**src/rtl/inst_decode.sv**
```systemverilog
// RV64I decode stage: registers fetch output, decodes fields/immediates, inserts load-use bubbles.
// Optional macro RV64M_EN adds M-extension decode and the is_muldiv output.
module inst_decode #(
  parameter int          XLEN     = 64,
  parameter logic [31:0] NOP_INST = 32'h00000013
) (
  input  logic            CLK,
  input  logic            reset,
  input  logic            flush,
  input  logic            stall_in,
  input  logic [31:0]     inst,
  input  logic [XLEN-1:0] pc_of_inst,
  output logic            id_valid,
  output logic [XLEN-1:0] id_pc,
  output logic [4:0]      rs1,
  output logic [4:0]      rs2,
  output logic [4:0]      rd,
  output logic [XLEN-1:0] imm,
  output logic [2:0]      funct3,
  output logic [4:0]      alu_op,
  output logic            is_load,
  output logic            is_store,
  output logic            is_branch,
  output logic            is_jal,
  output logic            is_jalr,
  output logic            is_lui,
  output logic            is_auipc,
  output logic            reg_we,
  output logic            illegal,
`ifdef RV64M_EN
  output logic            is_muldiv,
`endif
  output logic            stall_out
);

  localparam logic [6:0] OPC_LOAD   = 7'b0000011;
  localparam logic [6:0] OPC_STORE  = 7'b0100011;
  localparam logic [6:0] OPC_BRANCH = 7'b1100011;
  localparam logic [6:0] OPC_JAL    = 7'b1101111;
  localparam logic [6:0] OPC_JALR   = 7'b1100111;
  localparam logic [6:0] OPC_LUI    = 7'b0110111;
  localparam logic [6:0] OPC_AUIPC  = 7'b0010111;
  localparam logic [6:0] OPC_IMM    = 7'b0010011;
  localparam logic [6:0] OPC_IMM32  = 7'b0011011;
  localparam logic [6:0] OPC_REG    = 7'b0110011;
  localparam logic [6:0] OPC_REG32  = 7'b0111011;

  typedef enum logic {S_RUN, S_BUBBLE} state_t;

  typedef struct packed {
    logic [4:0]      rs1;
    logic [4:0]      rs2;
    logic [4:0]      rd;
    logic [XLEN-1:0] imm;
    logic [2:0]      funct3;
    logic [4:0]      alu_op;
    logic            is_load;
    logic            is_store;
    logic            is_branch;
    logic            is_jal;
    logic            is_jalr;
    logic            is_lui;
    logic            is_auipc;
    logic            reg_we;
    logic            illegal;
`ifdef RV64M_EN
    logic            is_muldiv;
`endif
  } dec_t;

  function automatic logic [XLEN-1:0] imm_i(input logic [31:0] ins);
    return {{(XLEN-12){ins[31]}}, ins[31:20]};
  endfunction

  function automatic logic [XLEN-1:0] imm_s(input logic [31:0] ins);
    return {{(XLEN-12){ins[31]}}, ins[31:25], ins[11:7]};
  endfunction

  function automatic logic [XLEN-1:0] imm_b(input logic [31:0] ins);
    return {{(XLEN-13){ins[31]}}, ins[31], ins[7], ins[30:25], ins[11:8], 1'b0};
  endfunction

  function automatic logic [XLEN-1:0] imm_u(input logic [31:0] ins);
    return {{(XLEN-32){ins[31]}}, ins[31:12], 12'b0};
  endfunction

  function automatic logic [XLEN-1:0] imm_j(input logic [31:0] ins);
    return {{(XLEN-21){ins[31]}}, ins[31], ins[19:12], ins[20], ins[30:21], 1'b0};
  endfunction

  function automatic dec_t decode(input logic [31:0] ins);
    dec_t       d;
    logic [2:0] f3;
    logic [6:0] f7;
    logic       legal;
    logic       word;
    logic       alt;
    d        = '0;
    f3       = ins[14:12];
    f7       = ins[31:25];
    legal    = 1'b0;
    word     = 1'b0;
    alt      = 1'b0;
    d.funct3 = f3;
    case (ins[6:0])
      OPC_LOAD: begin
        legal     = (f3 != 3'b111);
        d.rd      = ins[11:7];
        d.rs1     = ins[19:15];
        d.imm     = imm_i(ins);
        d.is_load = 1'b1;
        d.reg_we  = 1'b1;
      end
      OPC_STORE: begin
        legal      = ~f3[2];
        d.rs1      = ins[19:15];
        d.rs2      = ins[24:20];
        d.imm      = imm_s(ins);
        d.is_store = 1'b1;
      end
      OPC_BRANCH: begin
        legal       = (f3[2:1] != 2'b01);
        d.rs1       = ins[19:15];
        d.rs2       = ins[24:20];
        d.imm       = imm_b(ins);
        d.alu_op    = 5'b01000;
        d.is_branch = 1'b1;
      end
      OPC_JAL: begin
        legal    = 1'b1;
        d.rd     = ins[11:7];
        d.imm    = imm_j(ins);
        d.is_jal = 1'b1;
        d.reg_we = 1'b1;
      end
      OPC_JALR: begin
        legal     = (f3 == 3'b000);
        d.rd      = ins[11:7];
        d.rs1     = ins[19:15];
        d.imm     = imm_i(ins);
        d.is_jalr = 1'b1;
        d.reg_we  = 1'b1;
      end
      OPC_LUI, OPC_AUIPC: begin
        legal      = 1'b1;
        d.rd       = ins[11:7];
        d.imm      = imm_u(ins);
        d.is_lui   = (ins[6:0] == OPC_LUI);
        d.is_auipc = (ins[6:0] == OPC_AUIPC);
        d.reg_we   = 1'b1;
      end
      OPC_IMM: begin
        d.rd     = ins[11:7];
        d.rs1    = ins[19:15];
        d.imm    = imm_i(ins);
        d.reg_we = 1'b1;
        // RV64 shifts carry a 6-bit shamt, so only inst[31:26] is the function field
        case (f3)
          3'b001:  legal = (ins[31:26] == 6'b000000);
          3'b101: begin
            legal = (ins[31:26] == 6'b000000) || (ins[31:26] == 6'b010000);
            alt   = ins[30];
          end
          default: legal = 1'b1;
        endcase
        d.alu_op = {1'b0, alt, f3};
      end
      OPC_IMM32: begin
        d.rd     = ins[11:7];
        d.rs1    = ins[19:15];
        d.imm    = imm_i(ins);
        d.reg_we = 1'b1;
        case (f3)
          3'b000:  legal = 1'b1;
          3'b001:  legal = (f7 == 7'b0000000);
          3'b101: begin
            legal = (f7 == 7'b0000000) || (f7 == 7'b0100000);
            alt   = ins[30];
          end
          default: legal = 1'b0;
        endcase
        d.alu_op = {1'b1, alt, f3};
      end
      OPC_REG, OPC_REG32: begin
        word     = (ins[6:0] == OPC_REG32);
        d.rd     = ins[11:7];
        d.rs1    = ins[19:15];
        d.rs2    = ins[24:20];
        d.reg_we = 1'b1;
        if (f7 == 7'b0000000) begin
          legal = ~word || (f3 == 3'b000) || (f3 == 3'b001) || (f3 == 3'b101);
        end else if (f7 == 7'b0100000) begin
          legal = (f3 == 3'b000) || (f3 == 3'b101);
          alt   = 1'b1;
`ifdef RV64M_EN
        end else if (f7 == 7'b0000001) begin
          legal       = ~word || (f3 == 3'b000) || f3[2];
          d.is_muldiv = 1'b1;
`endif
        end
        d.alu_op = {word, alt, f3};
      end
      default: legal = 1'b0;
    endcase
    if (!legal) begin
      d.is_load   = 1'b0;
      d.is_store  = 1'b0;
      d.is_branch = 1'b0;
      d.is_jal    = 1'b0;
      d.is_jalr   = 1'b0;
      d.is_lui    = 1'b0;
      d.is_auipc  = 1'b0;
      d.reg_we    = 1'b0;
      d.alu_op    = '0;
      d.illegal   = 1'b1;
`ifdef RV64M_EN
      d.is_muldiv = 1'b0;
`endif
    end
    if (d.rd == 5'd0) d.reg_we = 1'b0;
    return d;
  endfunction

  function automatic dec_t bubble();
    dec_t d;
    d           = decode(NOP_INST);
    d.is_load   = 1'b0;
    d.is_store  = 1'b0;
    d.is_branch = 1'b0;
    d.is_jal    = 1'b0;
    d.is_jalr   = 1'b0;
    d.is_lui    = 1'b0;
    d.is_auipc  = 1'b0;
    d.reg_we    = 1'b0;
`ifdef RV64M_EN
    d.is_muldiv = 1'b0;
`endif
    return d;
  endfunction

  state_t          state_q, state_d;
  dec_t            out_q, out_d;
  logic            id_valid_q, id_valid_d;
  logic [XLEN-1:0] id_pc_q, id_pc_d;
  dec_t            dec_in;
  logic            uses_rs2;
  logic            hazard;

  assign dec_in   = decode(inst);
  assign uses_rs2 = (inst[6:0] == OPC_REG) || (inst[6:0] == OPC_REG32) ||
                    (inst[6:0] == OPC_STORE) || (inst[6:0] == OPC_BRANCH);
  // Load in decode whose rd feeds the instruction now waiting in fetch
  assign hazard   = id_valid_q && out_q.is_load && (out_q.rd != 5'd0) &&
                    ((out_q.rd == dec_in.rs1) || (uses_rs2 && (out_q.rd == dec_in.rs2)));

  always_comb begin
    state_d    = state_q;
    out_d      = out_q;
    id_valid_d = id_valid_q;
    id_pc_d    = id_pc_q;
    stall_out  = 1'b0;
    if (flush) begin
      state_d    = S_RUN;
      out_d      = bubble();
      id_valid_d = 1'b0;
      id_pc_d    = '0;
    end else if (!stall_in) begin
      case (state_q)
        S_RUN: begin
          if (hazard) begin
            stall_out  = 1'b1;
            state_d    = S_BUBBLE;
            out_d      = bubble();
            id_valid_d = 1'b0;
            id_pc_d    = '0;
          end else begin
            out_d      = dec_in;
            id_valid_d = 1'b1;
            id_pc_d    = pc_of_inst;
          end
        end
        S_BUBBLE: begin
          state_d    = S_RUN;
          out_d      = dec_in;
          id_valid_d = 1'b1;
          id_pc_d    = pc_of_inst;
        end
        default: state_d = S_RUN;
      endcase
    end
  end

  always_ff @(posedge CLK or negedge reset) begin
    if (!reset) begin
      state_q    <= S_RUN;
      out_q      <= '0;
      id_valid_q <= 1'b0;
      id_pc_q    <= '0;
    end else begin
      state_q    <= state_d;
      out_q      <= out_d;
      id_valid_q <= id_valid_d;
      id_pc_q    <= id_pc_d;
    end
  end

  assign id_valid  = id_valid_q;
  assign id_pc     = id_pc_q;
  assign rs1       = out_q.rs1;
  assign rs2       = out_q.rs2;
  assign rd        = out_q.rd;
  assign imm       = out_q.imm;
  assign funct3    = out_q.funct3;
  assign alu_op    = out_q.alu_op;
  assign is_load   = out_q.is_load;
  assign is_store  = out_q.is_store;
  assign is_branch = out_q.is_branch;
  assign is_jal    = out_q.is_jal;
  assign is_jalr   = out_q.is_jalr;
  assign is_lui    = out_q.is_lui;
  assign is_auipc  = out_q.is_auipc;
  assign reg_we    = out_q.reg_we;
  assign illegal   = out_q.illegal;
`ifdef RV64M_EN
  assign is_muldiv = out_q.is_muldiv;
`endif

endmodule

```
**config.mk**
```make
export PLATFORM = sky130hd
export DESIGN_NAME = inst_decode
export DESIGN_NICKNAME = d
export VERILOG_FILES = /design/src/rtl/inst_decode.sv
export SDC_FILE = /design/constraint.sdc
export NUM_CORES = 1
export LEC_CHECK = 0
export BUFFER_PORTS_ARGS = -buffer_cell sky130_fd_sc_hd__buf_4
export CORE_UTILIZATION = 51
export DETAILED_ROUTE_END_ITERATION = 10
export GPL_TIMING_DRIVEN = 0
export PLACE_DENSITY = 0.86
export SETUP_SLACK_MARGIN = 0.15
export SYNTH_ARGS = -nofsm -noshare
export SYNTH_HDL_FRONTEND = slang
export SYNTH_SLANG_ARGS = --single-unit
```
**constraint.sdc**
```tcl
create_clock -name CLK -period 3.6 [get_ports CLK]
set_input_delay 0.36 -clock CLK [delete_from_list [all_inputs] [get_ports CLK]]
set_output_delay 0.36 -clock CLK [all_outputs]
set_load 0.05 [all_outputs]
```
* After elaboration in Yosys (flattened, before gate mapping) *
Cells that the tools add are included.

operators by class
  shift operators = 0
  $mul = 0
  reductions and logical operators = 26
  eq/ne operators = 20
  divide/modulo/power cells = 0
  bitwise logic cells = 3
  multiplexer cells = 41
  add/sub/neg operators = 0
  magnitude comparators = 0

operators with widths
  cell                                                              number
  64-bit case mux with 5 select lines                               1
  96-bit two-way mux                                                3
  64-bit two-way mux                                                3
  96-bit case mux with 2 select lines                               1
  64-bit case mux with 2 select lines                               1
  7-bit by 6-bit == test with 1-bit output (second input constant)  5
  7-bit by 5-bit == test with 1-bit output (second input constant)  3
  7-bit == test (second input constant)                             3
  1-bit two-way mux                                                 21
  5-bit case mux with 4 select lines                                1
  5-bit two-way mux                                                 3
  14-bit two-way mux                                                1
  5-bit == test                                                     2
  1-bit logical OR                                                  10
  9-bit OR reduction                                                1
  1-bit case mux with 8 select lines                                1
  4-bit OR reduction                                                2
  8-bit OR reduction                                                1
  7-bit by 2-bit == test with 1-bit output (second input constant)  1
  7-bit logical NOT                                                 1
  6-bit by 5-bit == test with 1-bit output (second input constant)  1
  6-bit logical NOT                                                 1
  1-bit case mux with 2 select lines                                3
  5-bit logical NOT                                                 1
  other kinds (13)                                                  19

word-level totals
  bits in writable memories = 0
  bits in registers = 162
  ROM bits = 0
  memories kept = 0
  latch bits = 0
  logic and storage cells = 108
  output and inout bits = 162
  input bits = 100

* Depth between registers and ports, before layout *
  word-level depth = 13
  mapped depth = 9
  depth with buffers taken out = 6

* Least setup slack after synthesis *
No wires, ideal clock.

  path type = input to output
  from = in inst[3]
  to = out stall_out
  data arrival time = 2,847 ps
  path slack = 393 ps
  stages on the path = 7
  required time = 3,240 ps
  buffers on the path = 1
  cells stage by stage = buf_2 -> nor2b_1 -> o32a_1 -> or3_1 -> a22oi_4 -> nand2_1 -> a21boi_0

on the way
  longest elaborated chain between the ends = 11
  elaborated cells on any way between the ends = 24
  classes of those cells = eq/ne: 10; mux: 6; reduce/logical: 8

ends and longest elaborated chain
  item                                                                            line      source
  from (decl)                                                                     11        input logic [31:0] inst,
  7-bit by 6-bit == test with 1-bit output (tied with other cells)                --
  4-bit OR reduction (no source line) / 1-bit logical OR (equally long branches)  --
  5-bit two-way mux / 1-bit logical OR (equally long branches)                    105, 250
  5-bit == test / 1-bit logical OR (equally long branches)                        254, 251
  1-bit logical AND                                                               254       ((out_q.rd == dec_in.rs1) || (uses_rs2 && (out_q.rd == dec_in.rs2)));
  1-bit logical OR *                                                              254
  1-bit logical AND *                                                             253       assign hazard = id_valid_q && out_q.is_load && (out_q.rd != 5'd0) &&
  1-bit two-way mux *                                                             270       if (hazard) begin
  1-bit two-way mux *                                                             268       case (state_q)
  1-bit two-way mux *                                                             267       end else if (!stall_in) begin
  1-bit two-way mux *                                                             262       if (flush) begin
  to (decl)                                                                       33        output logic stall_out

Mark *: on every way between the ends. The rest lies on a longest branch, timed or not.

* Final worst setup path *
  from = reg out_q, in the netlist rd[3]
  to = out stall_out

on the way
  longest elaborated chain between the ends = 8
  elaborated cells on any way between the ends = 11
  classes of those cells = eq/ne: 2; mux: 4; reduce/logical: 5

ends and longest elaborated chain
  item                    line  source
  from (decl)             242   dec_t out_q, out_d;
  from (signal assigned)  301   out_q <= out_d;
  5-bit == test           254
  1-bit logical AND       254
  1-bit logical OR        254
  1-bit logical AND *     253
  1-bit two-way mux *     270
  1-bit two-way mux *     268
  1-bit two-way mux *     267
  1-bit two-way mux *     262

Marks and branches as above.

==> impl_metrics.yaml <==
clock_network:
  clk_latency_ps: 410
  cts_tree: "built"
  cts_max_path_buffers: 2
  cts_sinks: 130
  clk_pin_slew_ps: 60
  cts_buffers: 17
  cts_root_buffer: "clkbuf_16"
  htreeDepth: 4
place:
  dp_slack_ps: 793
  placed_cells: 908
  place.detailed.hpwl_um: 13300
  placed_area_um2: 7900
  io_buffer_count: 258
  routabilityCongestion: 0.905
die:
  die_w_um: 108
  die-area_um2: 11700
  row_count: 38
  initial_utilization_pct: 52.6
  fp.dieH_um: 108
  coreArea_um2: 10900
  io_pins: 262
yosys:
  yosys-top-cells-count: "dfrtp_1 (130), a22o_1 (73), nand2_1 (46), o21ai_0 (36), buf_4 (32)"
  syn_area_per_cell_um2: 11.3
  syn_inst: 509
  synth_top_family_by_area: "compound AO/OA/AOI/OAI gates"
  synth_top_area_share_pct: 56.6
  synthMuxAreaShare_pct: 0.196
  synth_nets: 609
  synth_xor_area_share_pct: 1.22
  ys_seq_area_share_pct: 56.6
  syn_area_um2: 5750
  synth_compound_area_share_pct: 25.2
  yosys.area_share.adder_pct: 0
  synth_flop_cell: "dfrtp_1"
  synth_top_area_cell: "dfrtp_1"
  synthSimpleGateAreaFrac_pct: 9.61
  ys_ff_latch: 130
  yosysWarnings: 0
  synth.distinct_cells: 53
  async_reset_ff_share_pct: 100
  synth_area_leaders: "dfrtp_1 (57%), a22o_1 (11%), buf_4 (4.2%)"
  yosysMostFrequentCell: "dfrtp_1"
  synth_edf_count: 0
detailed_routing:
  via_count: 5475
  wire_per_inst_um: 19.5
  drc: 0
  wl_um: 18300
  drt-initial-drc-count: 578
  viasPerCell: 5.82
  dr.pass1.iters: 5
  ant_nets: 0
cells_and_area:
  antenna_cells: 0
  drive_gt1_share_pct: 42.6
  finalInstanceArea_um2: 8450
  area_growth_pct: 46.9
  nets: 888
  final_cells: 941
timing:
  timing.final.crit_share_pct: 80.7
  rsz0062_at_grt: "no"
  setup_viol: 0
  fmax_mhz: 344
  timing.slew.headroom_pct: 37.0
  fin_setup_tns_ps: 0
  min_period_ps: 2900
  finalHoldViolations: 0
  drv_slew: 0
  worst_slew_pin_slew_ps: 945
  setup_ws_ps: 696
  clock_skew_ps: 8.70
grt:
  grtUsageTotal_pct: 31.2
  overflow: 0
  grt_start_max_net_pins: 81
  antenna_found_initial: 0
  grt_first_pass_wirelength_um: 27500
  grt_pass1_vias: 5268
critical_path:
  crit_family: "simple AND/OR/NAND/NOR gates"
  crit_path_max_incr_delay_ps: 480
  slowest_stage: "dfrtp_1"
  cp.arrival_ps: 2540
  crit_buf_inv: 1
  cp-end-kind: "output port"
  path_cells: "nor4bb_1 > a31oi_1 > or3_1 > a22oi_4 > nand2_1 > a21boi_0 > buf_4"
  startpoint_type: "flip-flop"
  worst-path-max-fanout: 7
  crit_type: "flip-flop to output port"
  critical_path_required_ps: 3240
power:
  p_per_area_nw_per_um2: 440
  p_leak_nw: 4.28
  vdd_drop_max_mv: 0.302
status:
  outcome: "finished clean"
min_path:
  hp-class: "primary input to flip-flop"
flow_run:
  max-cap-violations: 0
==> power breakdown <==
group	switching, mW	leakage (nW)	total, mW	internal (mW)
registers	0.0332	1.77	1.54	1.51
logic	0.391	2.26	0.601	0.211
clock network	0.668	0.262	1.58	0.908
==> final timing paths <==
path	startpoint	endpoint	slack, ps	depth (start not counted)
max	rd[3]$_DFFE_PN0P_	stall_out	700	7
min	flush	state_q$_DFFE_PN0P_	120	2
max reg2reg	rd[3]$_DFFE_PN0P_	imm[27]$_DFFE_PN0P_	1230	7
min reg2reg	illegal$_DFFE_PN0P_	illegal$_DFFE_PN0P_	490	2
max in group asynchronous	reset	is_store$_DFFE_PN0P_	2400	3
min in group asynchronous	reset	rs2[3]$_DFFE_PN0P_	460	2
==> cells by family after synthesis <==
kind of cell,Yosys count
flip-flops,130
buffers and inverters,71
AND/OR/NAND/NOR,110
XOR/XNOR,8
multiplexers,1
AO/OA/AOI/OAI,189
==> layer usage <==
| layer | GRT usage [%] | up-vias | wire length (um) |
|---|---|---|---|
| li1 | - | 2433 | - |
| met1 | 39.4 | 2661 | 7250 |
| met2 | 49.4 | 328 | 8770 |
| met3 | 8.56 | 53 | 1650 |
| met4 | 15.8 | 0 | 646 |
| met5 | 0 | - | 0 |
==> flip-flops by register name, indices dropped and copies added, names as in the netlist <==
register	count
is_lui	1
rs1	5
is_jalr	1
imm	32
is_jal	1
state_q	1
id_valid	1
rd	5
rs2	5
funct3	3
is_store	1
is_auipc	1
is_branch	1
illegal	1
alu_op	5
is_load	1
reg_we	1
id_pc	64
==> what timing repair did <==
| action | in CTS | in global routing |
|---|---|---|
| hold buffers | 1 | 0 |
| endpoints found under the hold margin | 50 | 0 |
| resized for setup | 0 | 0 |
| buffers inserted | 0 | 0 |
==> cell type report <==
| class | count | area (um2) |
|---|---|---|
| Clock buffer | 19 | 443 |
| Fill cell | 742 | 2490 |
| Clock inverter | 13 | 101 |
| Multi-Input combinational cell | 308 | 2080 |
| Sequential cell | 130 | 3250 |
| Tap cell | 140 | 175 |
| Timing Repair Buffer | 260 | 1980 |
| Buffer | 68 | 404 |
| Inverter | 3 | 11.3 |
==> stage by stage <==
step | power, mW | utilization, % | hold slack [ps]
2_1_floorplan | 1.89 | - | 64.4
3_3_place_gp | 2.14 | 71.9 | 467
3_5_place_dp | 2.16 | 72.2 | 328
4_1_cts | 3.73 | 77.3 | 114
5_1_grt | 3.84 | 77.3 | 118
6_report | 3.72 | 77.3 | 120
==> placed cells by master (no fill, tap or decap), drive strengths merged, types with 3 or more instances in the layout <==
master and instances:
inv 8, nor3 10, a31oi 4, buf 302, and2 3, xor2 5, dfrtp 130, nand2b 4
or3 3, nor2b 3, a22oi 6, o211ai 5, nand2 46, a32o 22, nand4 3, xnor2 3
clkinv 5, a21oi 23, clkinvlp 3, nor2 18, o31ai 3, nand3b 6, o21ai 38, a22o 73
clkbuf 44
No activity file was read; power rests on OpenSTA's default activity.
